--- src/rtl/m_pile_tracker.sv ---
// Column-height tracker for the drop-piece board: per-column pile counts,
// move-history stack for undo, move counter and full flags, serviced over
// a valid/ready request port with a registered one-cycle response pulse.
module m_pile_tracker #(
    parameter int COLS   = 7,
    parameter int ROWS   = 6,
    parameter int CNT_W  = $clog2(ROWS + 1),
    parameter int COL_W  = $clog2(COLS),
    parameter int MOVE_W = $clog2(COLS * ROWS + 1)
) (
    input  logic                  i_clk,
    input  logic                  i_rst,
    input  logic                  i_req_valid,
    input  logic [1:0]            i_op,
    input  logic [COL_W-1:0]      i_col,
    output logic                  o_ready,
    output logic                  o_resp_valid,
    output logic                  o_resp_ok,
    output logic [COL_W-1:0]      o_resp_col,
    output logic [CNT_W-1:0]      o_resp_row,
    output logic [COLS*CNT_W-1:0] o_pile_count_array,
    output logic [COLS-1:0]       o_col_full,
    output logic                  o_board_full,
    output logic [MOVE_W-1:0]     o_move_count
);

    localparam int DEPTH = COLS * ROWS;
    localparam int SW_W  = $clog2(COLS + 1);

    localparam logic [1:0] S_IDLE    = 2'd0;
    localparam logic [1:0] S_UNDO_RD = 2'd1;
    localparam logic [1:0] S_UNDO_WR = 2'd2;
    localparam logic [1:0] S_CLEAR   = 2'd3;

    localparam logic [1:0] OP_DROP  = 2'b00;
    localparam logic [1:0] OP_UNDO  = 2'b01;
    localparam logic [1:0] OP_CLEAR = 2'b10;

    localparam logic [CNT_W-1:0]  ROWS_C   = CNT_W'(ROWS);
    localparam logic [COL_W:0]    COLS_C   = (COL_W + 1)'(COLS);
    localparam logic [COL_W-1:0]  COL_LAST = COL_W'(COLS - 1);
    localparam logic [SW_W-1:0]   SW_LAST  = SW_W'(COLS - 1);
    localparam logic [SW_W-1:0]   SW_END   = SW_W'(COLS);
    localparam logic [MOVE_W-1:0] MOVE_MAX = MOVE_W'(DEPTH);

    logic [1:0]        state_q, state_d;
    logic [CNT_W-1:0]  counts_q [COLS];
    logic [CNT_W-1:0]  counts_d [COLS];
    logic [MOVE_W-1:0] mc_q, mc_d;
    logic [SW_W-1:0]   sweep_q, sweep_d;
    logic [COL_W-1:0]  pop_col_q, pop_col_d;
    logic              resp_valid_q, resp_valid_d;
    logic              resp_ok_q, resp_ok_d;
    logic [COL_W-1:0]  resp_col_q, resp_col_d;
    logic [CNT_W-1:0]  resp_row_q, resp_row_d;

    logic [COL_W-1:0]  hist_q [DEPTH];
    logic              hist_we;
    logic [MOVE_W-1:0] hist_waddr;
    logic [COL_W-1:0]  hist_wdata;

    logic              col_ok;
    logic [CNT_W-1:0]  cur_cnt;
    logic              sw_en;
    logic [SW_W-1:0]   sw_idx;

    // Next-state, counter, history-write and response computation
    always_comb begin
        state_d      = state_q;
        counts_d     = counts_q;
        mc_d         = mc_q;
        sweep_d      = sweep_q;
        pop_col_d    = pop_col_q;
        resp_valid_d = 1'b0;
        resp_ok_d    = resp_ok_q;
        resp_col_d   = resp_col_q;
        resp_row_d   = resp_row_q;
        hist_we      = 1'b0;
        hist_waddr   = mc_q;
        hist_wdata   = i_col;
        sw_en        = 1'b0;
        sw_idx       = '0;
        col_ok       = ({1'b0, i_col} < COLS_C);
        cur_cnt      = col_ok ? counts_q[i_col] : '0;

        case (state_q)
            S_IDLE: begin
                if (i_req_valid) begin
                    case (i_op)
                        OP_DROP: begin
                            resp_valid_d = 1'b1;
                            resp_col_d   = i_col;
                            resp_row_d   = cur_cnt;
                            if (col_ok && (cur_cnt < ROWS_C)) begin
                                resp_ok_d        = 1'b1;
                                counts_d[i_col]  = cur_cnt + CNT_W'(1);
                                hist_we          = 1'b1;
                                mc_d             = mc_q + MOVE_W'(1);
                            end else begin
                                resp_ok_d = 1'b0;
                            end
                        end
                        OP_UNDO: begin
                            if (mc_q == '0) begin
                                resp_valid_d = 1'b1;
                                resp_ok_d    = 1'b0;
                                resp_col_d   = '0;
                                resp_row_d   = '0;
                            end else begin
                                pop_col_d = hist_q[mc_q - MOVE_W'(1)];
                                state_d   = S_UNDO_RD;
                            end
                        end
                        OP_CLEAR: begin
                            // Column 0 is swept on the accept edge so the
                            // response lands in the last of COLS busy cycles.
                            sw_en   = 1'b1;
                            sw_idx  = '0;
                            sweep_d = SW_W'(1);
                            state_d = S_CLEAR;
                        end
                        default: begin
                            resp_valid_d = 1'b1;
                            resp_ok_d    = 1'b0;
                            resp_col_d   = '0;
                            resp_row_d   = '0;
                        end
                    endcase
                end
            end
            S_UNDO_RD: begin
                counts_d[pop_col_q] = counts_q[pop_col_q] - CNT_W'(1);
                mc_d         = mc_q - MOVE_W'(1);
                resp_valid_d = 1'b1;
                resp_ok_d    = 1'b1;
                resp_col_d   = pop_col_q;
                resp_row_d   = counts_q[pop_col_q] - CNT_W'(1);
                state_d      = S_UNDO_WR;
            end
            S_UNDO_WR: begin
                state_d = S_IDLE;
            end
            S_CLEAR: begin
                if (sweep_q == SW_END) begin
                    state_d = S_IDLE;
                end else begin
                    sw_en   = 1'b1;
                    sw_idx  = sweep_q;
                    sweep_d = sweep_q + SW_W'(1);
                end
            end
            default: begin
                state_d = S_IDLE;
            end
        endcase

        if (sw_en) begin
            counts_d[sw_idx[COL_W-1:0]] = '0;
            if (sw_idx == SW_LAST) begin
                mc_d         = '0;
                resp_valid_d = 1'b1;
                resp_ok_d    = 1'b1;
                resp_col_d   = COL_LAST;
                resp_row_d   = '0;
            end
        end
    end

    // Control, count and response registers
    always_ff @(posedge i_clk or posedge i_rst) begin
        if (i_rst) begin
            state_q      <= S_IDLE;
            for (int unsigned i = 0; i < COLS; i++) begin
                counts_q[i] <= '0;
            end
            mc_q         <= '0;
            sweep_q      <= '0;
            pop_col_q    <= '0;
            resp_valid_q <= 1'b0;
            resp_ok_q    <= 1'b0;
            resp_col_q   <= '0;
            resp_row_q   <= '0;
        end else begin
            state_q      <= state_d;
            counts_q     <= counts_d;
            mc_q         <= mc_d;
            sweep_q      <= sweep_d;
            pop_col_q    <= pop_col_d;
            resp_valid_q <= resp_valid_d;
            resp_ok_q    <= resp_ok_d;
            resp_col_q   <= resp_col_d;
            resp_row_q   <= resp_row_d;
        end
    end

    // Move-history stack: one entry written per successful drop
    always_ff @(posedge i_clk or posedge i_rst) begin
        if (i_rst) begin
            for (int unsigned i = 0; i < DEPTH; i++) begin
                hist_q[i] <= '0;
            end
        end else if (hist_we) begin
            hist_q[hist_waddr] <= hist_wdata;
        end
    end

    // Outputs derived from registered state only
    always_comb begin
        o_ready      = (state_q == S_IDLE);
        o_resp_valid = resp_valid_q;
        o_resp_ok    = resp_ok_q;
        o_resp_col   = resp_col_q;
        o_resp_row   = resp_row_q;
        o_move_count = mc_q;
        o_board_full = (mc_q == MOVE_MAX);
        o_pile_count_array = '0;
        o_col_full         = '0;
        for (int unsigned c = 0; c < COLS; c++) begin
            o_pile_count_array[c*CNT_W +: CNT_W] = counts_q[c];
            o_col_full[c] = (counts_q[c] == ROWS_C);
        end
    end

endmodule
--- config.mk ---
export PLATFORM = sky130hd
export DESIGN_NAME = m_pile_tracker
export DESIGN_NICKNAME = d
export VERILOG_FILES = /design/src/rtl/m_pile_tracker.sv
export SDC_FILE = /design/constraint.sdc
export NUM_CORES = 1
export LEC_CHECK = 0
export ABC_AREA = 1
export CORE_MARGIN = 10
export CORE_UTILIZATION = 60
export CTS_CLUSTER_SIZE = 12
export DETAILED_ROUTE_END_ITERATION = 10
export DONT_BUFFER_PORTS = 1
export PLACE_DENSITY_LB_ADDON = 0.08
export SLEW_MARGIN = 25
export SYNTH_ARGS = -nofsm -noshare
export SYNTH_HDL_FRONTEND = slang
export SYNTH_SLANG_ARGS = --single-unit
--- constraint.sdc ---
create_clock -name i_clk -period 17.05 [get_ports i_clk]
set_input_delay 5.115 -clock i_clk [delete_from_list [all_inputs] [get_ports i_clk]]
set_output_delay 5.115 -clock i_clk [all_outputs]
set_load 0.02 [all_outputs]
## Yosys cells after proc, flatten, opt, wreduce, memory -nomap -nowiden

Index checks and enable logic that the tools add are counted.

| word-level totals | value |
|---|---|
| bits in registers | 169 |
| input port bits | 8 |
| output and inout bits | 44 |
| logic and storage cells | 189 |

| operators by class | value |
|---|---|
| add/sub/neg operators | 5 |
| $lt $le $gt $ge | 11 |
| equality and inequality tests | 21 |
| multiplexer cells | 75 |
| bitwise gates (word level) | 8 |
| reductions and logical operators | 12 |

Operators by type and width:

| operator | number |
|---|---|
| 126-bit bitwise mux | 1 |
| 21-bit 2-to-1 mux | 4 |
| 3-bit 2-to-1 mux | 24 |
| 21-bit bitwise mux | 2 |
| 21-bit case mux with 2 select lines | 1 |
| 6-bit 2-to-1 mux | 5 |
| 3-bit demux with 3-bit select | 3 |
| 3-bit == test, second input constant | 9 |
| 21-bit bitwise AND | 1 |
| 21-bit inverter | 1 |
| 3-bit binary-select mux with 3-bit select | 2 |
| 3-bit binary-select mux with 6-bit select | 1 |
| 3-bit demux with 6-bit select | 1 |
| 3-bit case mux with 2 select lines | 3 |
| 3-bit case mux with 3 select lines | 2 |
| 1-bit 2-to-1 mux | 15 |
| 7-bit >= comparator, second input constant | 2 |
| 6-bit inverter with 7-bit output | 2 |
| 4-bit >= comparator, second input constant | 3 |
| 4-bit by 1-bit < comparator with 1-bit output, second input constant | 3 |
| 3-bit inverter with 4-bit output | 3 |
| 6-bit case mux with 2 select lines | 1 |
| 4-bit AND reduction | 3 |
| 1-bit case mux with 2 select lines | 4 |
| 22 further kinds | 36 |

## Longest topological paths before layout

| depth | value |
|---|---|
| depth after elaboration | 13 |
| mapped depth | 16 |
| gate-level depth less buffers | 15 |

## Worst setup path after synthesis

OpenSTA, ideal clock, no wires.

| path | value |
|---|---|
| path kind | reg2out |
| from | reg mc_q[0], in the netlist o_move_count[0] |
| to | out o_board_full |
| arrival time | 1.674 ns |
| data required time | 11.935 ns |
| setup slack | 10.261 ns |
| stages on the path, launching flop included | 7 |
| path buffers | 2 |
| cells stage by stage | dfrtp_1 -> clkbuf_1 -> inv_2 -> clkbuf_1 -> ha_1 -> nand2_1 -> nor2_1 |

| between the ends | value |
|---|---|
| longest elaborated chain between the ends | 1 |

Ends and longest elaborated chain:

| what | RTL line | source |
|---|---|---|
| start, declared | 49 | `logic [MOVE_W-1:0] mc_q, mc_d;` |
| start signal, assigned | 186 | `mc_q <= mc_d;` |
| 6-bit == test | 215 | `o_board_full = (mc_q == MOVE_MAX);` |
| end, declared | 23 | `output logic o_board_full,` |

No other way between the ends.

==> impl.org <==
** Clock tree
- The H-tree generated during clock tree synthesis spans 4 levels.
- The root buffer cell chosen for the clock tree is sky130_fd_sc_hd__clkbuf_16.
- CTS max path bufs :: 2
- CTS saw 169 sinks.
- In this run, post-CTS repair resized a total of 0 instances.
- Insertion delay of the later-clocked pin in the worst-skew pair :: 0.44 ns
- After clock tree synthesis, the flow added hold-fix buffers numbering 0.
- Num CTS Buffers :: 17
- TritonCTS built the clock tree.
- Clock-pin slew was measured on the worst setup and hold paths at 0.06 ns.
- The number of setup buffers added after CTS is 0.

** Power and ir drop
- Internal power comes to 0.000978 W.
- Combinational share of power :: 48.6%
- Switch share :: 49.9%
- Power comes to 0.00195 W.
- Leakage power :: 4.61 nW
- Per report_power, the sequential group accounts for 32.7% of the total.
- Total power per unit cell area :: 194 mW/mm2
- The clock network burns 18.7% of the power.
- For this design the total switching power over the nets is 0.000976 W.
- Across the VDD grid, the largest voltage drop is 0.141 mV.

** Placement
- The HPWL after detailed placement is 18900 um.
- In this run the cell area measured after placement is 0.00954 mm2.
- RePlAce Congestion :: 1.01
- Port buffering added 0 buffers.

** Final layout
- Signed area change from the synthesized netlist to the final layout :: 7.03%
- Once layout is complete, the utilization of the core stands at 65.8%.
- FILL cells :: 1363
- With fillers left out, the area of the finished cells amounts to 0.0101 mm2.
- Fraction of final layout cells sized beyond drive strength 1 :: 4.42%
- For this run, the post-layout net count is 1298.
- Diodes inserted :: 0

** Global routing
- The number of antenna violations at the first check in global routing was 0.
- For this run, the total global-route usage over all layers was measured as 26.0%.
- The first global-routing pass estimated 44800 um of wire.
- Entering global routing, the biggest net connects 106 pins.
- Residual overflow from global routing :: 0
- Via count of the first global-routing pass :: 8082

** Setup path
- Kind of cell adding the most delay to the critical path :: simple AND/OR/NAND/NOR gates
- The most numerous cell type found on the critical path is sky130_fd_sc_hd__nand3_1.
- In this design, the stage delay of the slowest critical-path cell is 0.75 ns.
- Critical Path Fanout Max :: 51
- Cell with the largest stage delay on the worst path :: sky130_fd_sc_hd__o21ai_1
- Path type of the worst setup path :: primary input to register
- STA classifies the critical path startpoint as a primary input.
- Worst endpoint data arrival time :: 7.62 ns
- Traced cell by cell, the critical path runs through inv_2 -> nand3_1 -> nor2_1 -> nor3_1 -> nand2_2 -> inv_1 -> o21ai_1 -> nand2_1 -> nand3_1 -> a21oi_1.
- Category of the worst setup path capture point :: register
- Required time of the worst setup path :: 17.32 ns
- The critical path contains buffers and inverters numbering 2 combined.

** Synthesis
- In the synthesized netlist, the number of instances is 1304.
- Yosys printed 0 warnings.
- Most common library cells after synthesis :: 382 x sky130_fd_sc_hd__nand2_1, 169 x sky130_fd_sc_hd__dfrtp_1, 132 x sky130_fd_sc_hd__o21ai_0, 120 x sky130_fd_sc_hd__nor2_1, 112 x sky130_fd_sc_hd__inv_1
- Ranking of synthesized cells by area :: sky130_fd_sc_hd__dfrtp_1 45%, sky130_fd_sc_hd__nand2_1 15%, sky130_fd_sc_hd__o21ai_0 7.0%, sky130_fd_sc_hd__nor2_1 4.8%, sky130_fd_sc_hd__inv_1 4.5%
- Yosys mapped the design onto 44 distinct sky130hd cell types.
- Summed over all instances, the cell type with the most area after synthesis is sky130_fd_sc_hd__dfrtp_1.
- The synthesized design contains 0 enable-type register cells.
- Sequential share of the synthesized area :: 44.9%
- Predominant post-synthesis flop cell :: sky130_fd_sc_hd__dfrtp_1
- The synthesized netlist occupies a cell area of 0.00942 mm2.
- Counting every net in the synthesized netlist gives 1323.
- In the synthesized netlist the async set-or-reset flop fraction comes to 100%.
- Counting flops and latches in the post-synthesis netlist gives 169.
- Mean instance size in the synthesized netlist :: 7.22 um2
- After synthesis, the largest area contributor takes up 44.9% of total cell area.
- Dominant cell by count in the synthesized netlist :: sky130_fd_sc_hd__nand2_1

** Drt
- The first detailed-routing pass took 8 iterations.
- In the routed design, unresolved DRC markers number 0.
- In this run the remaining antenna-violating nets after routing total 0.
- The final layout contains routed wiring with a total length of 28100 um.
- In the routed layout, each cell is associated on average with a via count of 6.02.
- The routed layout has 9047 vias.
- The first routing iteration left 1138 violations.
- After detailed routing, the average wire length per cell comes to 18.7 um.

** Floorplan
- Row generation in the floorplan step produced 45 rows.
- The core region is 0.0153 mm2.
- Count of boundary I/O pins :: 52
- The floorplan step defined a die boundary enclosing 0.0211 mm2.
- Initial core utilization :: 61.5%
- Die height :: 145 um
- The die is 145 um wide.

** Timing
- Max-slew violations :: 0
- Clock skew on the completed layout was measured at 0.0126 ns.
- Counting I/O delays and the setup requirement, the final critical path takes 7.35 ns.
- After routing, the total negative slack on setup checks comes to 0 ns.
- Slew @ Worst Pin :: 1.12 ns
- Highest Clock Rate :: 136 MHz
- Setup violations remaining at the end of the flow were counted as 0.
- Share of the cycle needed by the critical path after routing :: 43.1%
- RSZ-0062 raised after global routing :: false
- Worst relative slew slack :: 24.8%
- The final hold violation count was 0.

** Job
- # Max-Cap Violations :: 0

** Outcome
- Run status :: complete, no violations

** Hold path
- Type of the worst min-delay path :: register to register
state kept, by name, indices dropped and copies added (netlist names), 2 cells and up:
| register | cells |
|---|---|
| hist_q | 126 |
| o_move_count | 6 |
| o_pile_count_array | 21 |
| o_resp_col | 3 |
| o_resp_row | 3 |
| pop_col_q | 3 |
| state_q | 2 |
| sweep_q | 3 |
routing by layer:
| layer | GRT usage (%) | routed length (um) | vias to the layer above |
|---|---|---|---|
| met4 | 6.62 | 515 | 0 |
| met1 | 37.8 | 12200 | 4231 |
| met2 | 37.8 | 12300 | 497 |
| met5 | 0 | 0 | - |
| li1 | - | - | 4269 |
| met3 | 6.74 | 3050 | 50 |
logic make-up after synthesis:
logic type | share of synthesized area, %
adder cells (fa/ha/maj) | 1.46
AO/OA/AOI/OAI | 18.7
XOR/XNOR | 0.186
buffers and inverters | 7.01
AND/OR/NAND/NOR | 27.6
flip-flops | 44.9
multiplexers | 0.213
cell usage in the layout, fill, tap and decap left out, drive strengths merged, types with 3 or more instances in the layout:
master,Yosys,final
a21oi,46,46
a22oi,11,11
a31oi,7,7
buf,8,7
clkbuf,43,21
clkinv,4,11
dfrtp,169,169
ha,11,11
inv,116,117
nand2,385,385
nand3,83,83
nand4,4,4
nor2,129,129
nor3,21,21
o211ai,11,11
o21ai,212,212
o22ai,24,24
o31ai,3,3
power groups by stage:
stage	registers (W)	logic (W)	clock network [W]
floorplan	0.000602	0.000685	0
global placement	0.000643	0.000914	0
detailed placement	0.000644	0.000922	0
CTS	0.000637	0.000926	0.000369
global route	0.000650	0.00105	0.000387
finish	0.000639	0.000949	0.000365
stage by stage:
step	hold WS [ns]	setup slack, ns	instances
detailed placement	0.468	9.33	1471
floorplan	0.448	7.36	1304
finish	0.482	9.70	1502
global placement	0.462	9.39	1471
global route	0.501	9.51	1502
CTS	0.483	9.76	1502
worst min-delay path, stage by stage, from the launching register on:
cell and delay, ns:
sky130_fd_sc_hd__dfrtp_1 0.34, sky130_fd_sc_hd__nand2_1 0.05, sky130_fd_sc_hd__o21ai_0 0.06
final timing paths:
| check | endpoint | start | slack, ns | cells after the start |
|---|---|---|---|---|
| worst max-delay path | o_pile_count_array[11]$_DFF_PP0_ | i_col[0] | 9.70 | 10 |
| worst min-delay path | hist_q[108]$_DFFE_PP0P_ | hist_q[108]$_DFFE_PP0P_ | 0.48 | 2 |
| worst max register to register | o_pile_count_array[10]$_DFF_PP0_ | state_q[1]$_DFFE_PP0P_ | 13.67 | 9 |
| worst min register to register | hist_q[108]$_DFFE_PP0P_ | hist_q[108]$_DFFE_PP0P_ | 0.48 | 2 |
| max in group asynchronous | hist_q[102]$_DFFE_PP0P_ | i_rst | 10.94 | 2 |
| min in group asynchronous | hist_q[74]$_DFFE_PP0P_ | i_rst | 4.74 | 1 |
layout make-up:
| type | instances | area [um2] | share of cell area [%] |
|---|---|---|---|
| flip-flops and latches | 169 | 4230 | 42.0 |
| multi-input cells | 964 | 4530 | 44.9 |
| clock buffers | 21 | 450 | 4.47 |
| well taps | 211 | 264 | 2.62 |
| clock inverters | 10 | 96.3 | 0.956 |
| inverters | 120 | 458 | 4.54 |
| repair buffers | 7 | 52.6 | 0.521 |
(Power assumes the default switching activity.)
